<file path="config.mk">
export PLATFORM = sky130hd
export DESIGN_NAME = muldiv_unit_flat
export DESIGN_NICKNAME = d
export VERILOG_FILES = /design/src/rtl/muldiv_if.sv /design/src/rtl/muldiv_unit.sv /design/src/flat_wrapper.sv
export SDC_FILE = /design/constraint.sdc
export NUM_CORES = 1
export LEC_CHECK = 0
export BUFFER_PORTS_ARGS = -buffer_cell sky130_fd_sc_hd__buf_2
export CAP_MARGIN = 20
export CORE_ASPECT_RATIO = 0.5
export CORE_MARGIN = 3
export CORE_UTILIZATION = 55
export DETAILED_ROUTE_END_ITERATION = 10
export MAX_ROUTING_LAYER = met4
export PLACE_DENSITY = 0.74
export SETUP_SLACK_MARGIN = 0.4
export SYNTH_ARGS = -nofsm -noshare
export SYNTH_HDL_FRONTEND = slang
export SYNTH_SLANG_ARGS = --single-unit
</file>
<file path="constraint.sdc">
create_clock -name CLK -period 12.72 [get_ports CLK]
set_input_delay 1.908 -clock CLK [delete_from_list [all_inputs] [get_ports CLK]]
set_output_delay 1.908 -clock CLK [all_outputs]
set_load 0.005 [all_outputs]
</file>
<file path="src/rtl/muldiv_if.sv">
// Operation request / result bundle for the iterative multiply-divide unit.
// The requester drives operands and controls; the unit returns status and results.
interface muldiv_if #(
  parameter int WIDTH = 32
);
  logic             start;
  logic [1:0]       op;
  logic [WIDTH-1:0] pa;
  logic [WIDTH-1:0] pb;
  logic             flush;
  logic             busy;
  logic             done;
  logic [WIDTH-1:0] hi;
  logic [WIDTH-1:0] lo;
  logic             div_zero;

  modport master (
    output start, op, pa, pb, flush,
    input  busy, done, hi, lo, div_zero
  );

  modport slave (
    input  start, op, pa, pb, flush,
    output busy, done, hi, lo, div_zero
  );
endinterface

</file>
<file path="src/rtl/muldiv_unit.sv">
// Iterative one-bit-per-cycle multiply (shift-add) and divide (restoring) unit
// with a one-cycle done pulse; signed ops run on magnitudes and fix signs at the end.
module muldiv_unit #(
  parameter int WIDTH = 32
) (
  input  logic     CLK,
  input  logic     nRST,
  muldiv_if.slave  bus
);

  localparam int CW = $clog2(WIDTH) + 1;

  typedef enum logic [1:0] {
    IDLE = 2'b00,
    BUSY = 2'b01,
    DONE = 2'b10
  } state_t;

  state_t           r_state;
  state_t           w_next;
  logic [CW-1:0]    r_cnt;
  logic             r_is_div;
  logic             r_neg_q;
  logic             r_neg_r;
  logic [WIDTH-1:0] r_acc_hi;
  logic [WIDTH-1:0] r_acc_lo;
  logic [WIDTH-1:0] r_b;
  logic [WIDTH-1:0] r_hi;
  logic [WIDTH-1:0] r_lo;
  logic             r_dz;
  logic             r_busy;
  logic             r_done;

  logic             w_accept;
  logic             w_dz_accept;
  logic             w_last;
  logic [WIDTH:0]   w_sum;
  logic [WIDTH:0]   w_shift;
  logic [WIDTH:0]   w_trial;
  logic [WIDTH-1:0] w_nhi;
  logic [WIDTH-1:0] w_nlo;
  logic [WIDTH-1:0] w_fhi;
  logic [WIDTH-1:0] w_flo;

  function automatic logic [WIDTH-1:0] mag(input logic [WIDTH-1:0] v, input logic is_signed);
    if (is_signed && v[WIDTH-1]) begin
      return -v;
    end else begin
      return v;
    end
  endfunction

  assign w_accept    = ((r_state == IDLE) || (r_state == DONE)) && bus.start && !bus.flush;
  assign w_dz_accept = w_accept && bus.op[1] && (bus.pb == '0);
  assign w_last      = (r_cnt == CW'(WIDTH - 1));

  // State register
  always_ff @(posedge CLK) begin
    if (!nRST) begin
      r_state <= IDLE;
    end else begin
      r_state <= w_next;
    end
  end

  // Next-state selection; flush overrides everything but reset
  always_comb begin
    w_next = r_state;
    if (bus.flush) begin
      w_next = IDLE;
    end else begin
      case (r_state)
        IDLE, DONE: begin
          if (w_accept) begin
            w_next = w_dz_accept ? DONE : BUSY;
          end else begin
            w_next = IDLE;
          end
        end
        BUSY: begin
          if (w_last) begin
            w_next = DONE;
          end else begin
            w_next = BUSY;
          end
        end
        default: w_next = IDLE;
      endcase
    end
  end

  // One iteration step plus the sign-corrected final result
  always_comb begin
    w_sum   = {1'b0, r_acc_hi} + (r_acc_lo[0] ? {1'b0, r_b} : {(WIDTH+1){1'b0}});
    w_shift = {r_acc_hi, r_acc_lo[WIDTH-1]};
    w_trial = w_shift - {1'b0, r_b};
    w_nhi   = '0;
    w_nlo   = '0;
    w_fhi   = '0;
    w_flo   = '0;
    if (r_is_div) begin
      if (!w_trial[WIDTH]) begin
        w_nhi = w_trial[WIDTH-1:0];
        w_nlo = {r_acc_lo[WIDTH-2:0], 1'b1};
      end else begin
        w_nhi = w_shift[WIDTH-1:0];
        w_nlo = {r_acc_lo[WIDTH-2:0], 1'b0};
      end
      w_fhi = r_neg_r ? -w_nhi : w_nhi;
      w_flo = r_neg_q ? -w_nlo : w_nlo;
    end else begin
      {w_nhi, w_nlo} = {w_sum, r_acc_lo[WIDTH-1:1]};
      if (r_neg_q) begin
        {w_fhi, w_flo} = -{w_nhi, w_nlo};
      end else begin
        {w_fhi, w_flo} = {w_nhi, w_nlo};
      end
    end
  end

  // Operand latch, iteration registers and result/status outputs
  always_ff @(posedge CLK) begin
    if (!nRST) begin
      r_cnt    <= '0;
      r_is_div <= 1'b0;
      r_neg_q  <= 1'b0;
      r_neg_r  <= 1'b0;
      r_acc_hi <= '0;
      r_acc_lo <= '0;
      r_b      <= '0;
      r_hi     <= '0;
      r_lo     <= '0;
      r_dz     <= 1'b0;
      r_busy   <= 1'b0;
      r_done   <= 1'b0;
    end else begin
      r_busy <= (w_next == BUSY);
      r_done <= (w_next == DONE);
      if (w_accept) begin
        r_cnt    <= '0;
        r_is_div <= bus.op[1];
        r_neg_q  <= bus.op[0] && (bus.pa[WIDTH-1] ^ bus.pb[WIDTH-1]);
        r_neg_r  <= bus.op[0] && bus.op[1] && bus.pa[WIDTH-1];
        r_acc_hi <= '0;
        r_acc_lo <= mag(bus.pa, bus.op[0]);
        r_b      <= mag(bus.pb, bus.op[0]);
      end else if (r_state == BUSY) begin
        r_cnt    <= r_cnt + CW'(1);
        r_acc_hi <= w_nhi;
        r_acc_lo <= w_nlo;
      end else begin
        r_cnt <= r_cnt;
      end
      // Results only move on entry to DONE
      if (w_dz_accept) begin
        r_hi <= bus.pa;
        r_lo <= '1;
        r_dz <= 1'b1;
      end else if ((r_state == BUSY) && w_last && !bus.flush) begin
        r_hi <= w_fhi;
        r_lo <= w_flo;
        r_dz <= 1'b0;
      end else begin
        r_hi <= r_hi;
      end
    end
  end

  assign bus.busy     = r_busy;
  assign bus.done     = r_done;
  assign bus.hi       = r_hi;
  assign bus.lo       = r_lo;
  assign bus.div_zero = r_dz;

endmodule

</file>
<file path="src/flat_wrapper.sv">
// flat-port wrapper written by rule: the top's interface ports become plain ports
module muldiv_unit_flat 
#(
  parameter int WIDTH = 32
)
  (CLK, nRST, bus_start, bus_op, bus_pa, bus_pb, bus_flush, bus_busy, bus_done, bus_hi, bus_lo, bus_div_zero);
  muldiv_if #(.WIDTH(WIDTH)) bus_i ();
  input  logic CLK;
  input  logic nRST;
  input wire logic [$bits(bus_i.start)-1:0] bus_start;
  input wire logic [$bits(bus_i.op)-1:0] bus_op;
  input wire logic [$bits(bus_i.pa)-1:0] bus_pa;
  input wire logic [$bits(bus_i.pb)-1:0] bus_pb;
  input wire logic [$bits(bus_i.flush)-1:0] bus_flush;
  output wire logic [$bits(bus_i.busy)-1:0] bus_busy;
  output wire logic [$bits(bus_i.done)-1:0] bus_done;
  output wire logic [$bits(bus_i.hi)-1:0] bus_hi;
  output wire logic [$bits(bus_i.lo)-1:0] bus_lo;
  output wire logic [$bits(bus_i.div_zero)-1:0] bus_div_zero;
  assign bus_i.start = bus_start;
  assign bus_i.op = bus_op;
  assign bus_i.pa = bus_pa;
  assign bus_i.pb = bus_pb;
  assign bus_i.flush = bus_flush;
  assign bus_busy = bus_i.busy;
  assign bus_done = bus_i.done;
  assign bus_hi = bus_i.hi;
  assign bus_lo = bus_i.lo;
  assign bus_div_zero = bus_i.div_zero;
  muldiv_unit #(.WIDTH(WIDTH)) u_core (.CLK(CLK), .nRST(nRST), .bus(bus_i));
endmodule
</file>
==> flow_metrics.py <==
metrics = {
    "logic_synthesis": {
        "synth_edf_count": 0,
        "synth_warnings": 0,
        "synth.top_cell.area_share": 0.214,
        "yosysMostFrequentCell": "nor2_1",
        "synth.cell_area_sq_um": 16300,
        "syn-num-nets": 2413,
        "synth_common_cells": "nor2_1, nand2_1, a21oi_1",
        "synth_seq_cells": 174,
        "synthTopCellsByArea": "dfxtp_1, a21oi_1, nor2_1",
        "synthArstFlopShare": 0,
        "synth.yosys.seq_area_share": 0.214,
        "netlist_instances": 2271,
        "avgSynthCellArea_sq_um": 7.16,
        "ys_types": 92,
        "yosys_most_used_dff": "dfxtp_1",
        "synth_top_area_cell": "dfxtp_1",
    },
    "pwr": {
        "p_per_area_nw_per_um2": 94.3,
        "peakVddDrop_v": 0.0000906,
        "p_leak_uw": 0.00700,
    },
    "cts": {
        "clock-sinks": 174,
        "clock-root-buffer": "clkbuf_16",
        "cts_buffers": 17,
        "cts_setup_buffers": 0,
        "postCtsHoldBufs": 0,
        "htree_levels": 4,
        "ctsLongestPathBuffers": 2,
        "cts-resized-gates": 0,
        "clkSlewWorstSetupHoldPaths_ns": 0.07,
        "cts_tree": "done",
        "clk_latency_ns": 0.46,
    },
    "detailed_routing": {
        "antenna_left": 0,
        "vias": 17196,
        "drtPass1Iterations": 7,
        "drtIter0Drc": 2257,
        "post_drt_via_cell_ratio": 6.45,
        "wl_per_cell_um": 20.4,
        "drc": 0,
        "wirelength_um": 54600,
    },
    "critical_path": {
        "slowest_delay_ns": 0.52,
        "reg2reg_depth": 20,
        "regToRegSetupSlack_ns": 5.99,
        "crit_chain": "inv_1, ha_1, fa_1, nand2b_1, a211oi_2, o21ai_1, a211oi_2, o21a_1, nor2_4, inv_2, nor2_1, a21oi_1, ha_1, or4b_1, nor4_1, o22ai_1, or2_2, o41ai_1, xor2_1, a221oi_1",
        "reg2reg_to": "u_core.bus.hi[30]",
        "end_kind": "flip-flop",
        "worst-path-buf-inv": 2,
        "reg2reg_from": "u_core.r_acc_lo[31]",
        "cp_max_fo": 38,
        "worst_path_max_delay_cell": "inv_2",
        "crit_type": "flip-flop to flip-flop",
        "start_kind": "flip-flop",
        "critical-path-top-delay-family": "compound AO/OA/AOI/OAI gates",
        "arrival_ns": 7.08,
        "critPathRequiredTime_ns": 13.07,
        "cp.depth": 20,
    },
    "global_routing": {
        "grt_max_degree": 84,
        "globalRoute.totalOverflow": 0,
        "track_usage": 0.342,
        "grt_first_pass_wirelength_um": 84700,
        "grt_pass1_vias": 14936,
        "antenna_found_initial": 6,
    },
    "floorplan": {
        "start_util": 0.572,
        "row_count": 43,
        "die_area_sq_um": 31800,
        "die_w_um": 249,
        "io_pins": 137,
        "fp.dieH_um": 128,
        "core_area_sq_um": 28400,
    },
    "sta": {
        "rsz0062_at_grt": "false",
        "holdWs_ns": 0.460,
        "slew_headroom": 0.173,
        "slew_violations": 0,
        "setup_viol": 0,
        "worst_pin_slew_ns": 1.23,
        "min_period_ns": 6.73,
        "finalHoldViolCount": 0,
        "timing.fmax_mhz": 149,
        "fin_tns_setup_ns": 0,
        "period_share": 0.529,
        "clock_skew_ns": 0.0155,
    },
    "layout": {
        "finalNetCount": 2409,
        "layout-drive-gt1-share": 0.104,
        "fillers": 2675,
        "area_delta_synth_final_pct": 7.45,
    },
    "worst_hold_path": {
        "hold_path.startpoint": "u_core.bus.div_zero",
        "hp-class": "flip-flop to flip-flop",
        "hold_end": "u_core.bus.div_zero",
        "whs_path_depth": 2,
    },
    "place": {
        "numPortBuffers": 136,
        "dp_hpwl_um": 40700,
        "place_congestion": 0.983,
    },
    "run": {
        "max-cap-violations": 0,
    },
    "run_status": {
        "outcome": "complete, no violations",
    },
}
worst register-to-register path: cells and delay by family (launching register included):
family,cells,cell delay (ns)
AOI/OAI and AO/OA,8,2.58
and+or+nand+nor,6,1.70
adders and majority gates,3,1.05
buffers and inverters,2,0.65
DFF,1,0.49
xor gates and xnor gates,1,0.15
stage by stage:
stage               area [sq um]   util  setup WS (ns)  total power, uW  cells
global placement           16900  0.594           6.41             1130   2628
floorplan                  16300      -           6.97              983   2271
global route               17500  0.615           5.61             1720   2668
finish                     17500  0.615           5.99             1650   2668
CTS                        17400  0.613           6.21             1630   2660
detailed placement         16900  0.594           6.24             1130   2628
layout make-up:
type                            instances  area (sq um)  share of cell area
Multi-Input combinational cell       1852         11900               0.679
Sequential cell                       174          3490               0.200
Timing Repair Buffer                  156           848              0.0486
Tap cell                              382           478              0.0274
Clock buffer                           21           450              0.0258
Inverter                               66           248              0.0142
Clock inverter                         11          83.8             0.00480
Antenna cell                            6          15.0            0.000860
per-layer routing:
metal  vias up  GRT usage  routed length [um]
li1       8291          -                   -
met1      7970      0.504               25800
met2       856      0.454               21600
met3        79     0.0832                5990
met4         0      0.103                1200
met5         -          -                   0
cells in the final DEF (no fill, tap or decap), types with 16 or more instances in the layout:
cell type and n:
o211ai_1 39, o21a_1 17, inv_1 63, o41ai_1 20, nor3_1 58, xnor2_1 109
dfxtp_1 172, or3_1 41, o21ai_0 143, o31ai_1 37, nand2_1 237, a221oi_1 23
clkbuf_16 17, buf_2 137, xor2_1 98, a211oi_1 90, or4_1 17, nand4_1 21
a21o_1 24, nor4_1 26, and2_1 16, ha_1 70, buf_4 18, nand3_1 28
nor2_1 272, a21oi_1 205, mux2i_1 47
worst max path at each step:
stage | start | to | slack [ns]
CTS | u_core.r_acc_lo[31] | u_core.bus.hi[30] | 6.21
floorplan | u_core.r_acc_lo[31] | u_core.bus.hi[30] | 6.97
finish | u_core.r_acc_lo[31] | u_core.bus.hi[30] | 5.99
detailed placement | u_core.r_acc_lo[31] | u_core.bus.hi[30] | 6.24
global placement | bus_pb[0] | u_core.bus.hi[24] | 6.41
global route | u_core.r_acc_lo[31] | u_core.bus.hi[30] | 5.61
sequential cells by signal, indices dropped and copies added, names as in the netlist, 2 cells and up:
name             count
u_core.r_acc_lo     32
u_core.r_b          32
u_core.bus.lo       32
u_core.r_state       2
u_core.r_cnt         6
u_core.bus.hi       32
u_core.r_acc_hi     32
where the power goes:
group          internal (uW)  switching [uW]  total (uW)
Combinational            187             358         545
Clock                    257             248         505
Sequential               563            33.7         596
Total                   1010             640        1650
logic make-up (layout without fill, tap and decap cells):
family | after synthesis | count (layout) | share of synthesized area
simple gates | 791 | 791 | 0.227
mux | 53 | 53 | 0.0338
compound gates | 729 | 729 | 0.300
flops | 174 | 174 | 0.214
other cells | 0 | 6 | 0
fa+ha+maj | 72 | 72 | 0.0564
buf+inv | 245 | 254 | 0.0575
xor+xnor | 207 | 207 | 0.112
Note: power is estimated with default switching activity, not from simulation.
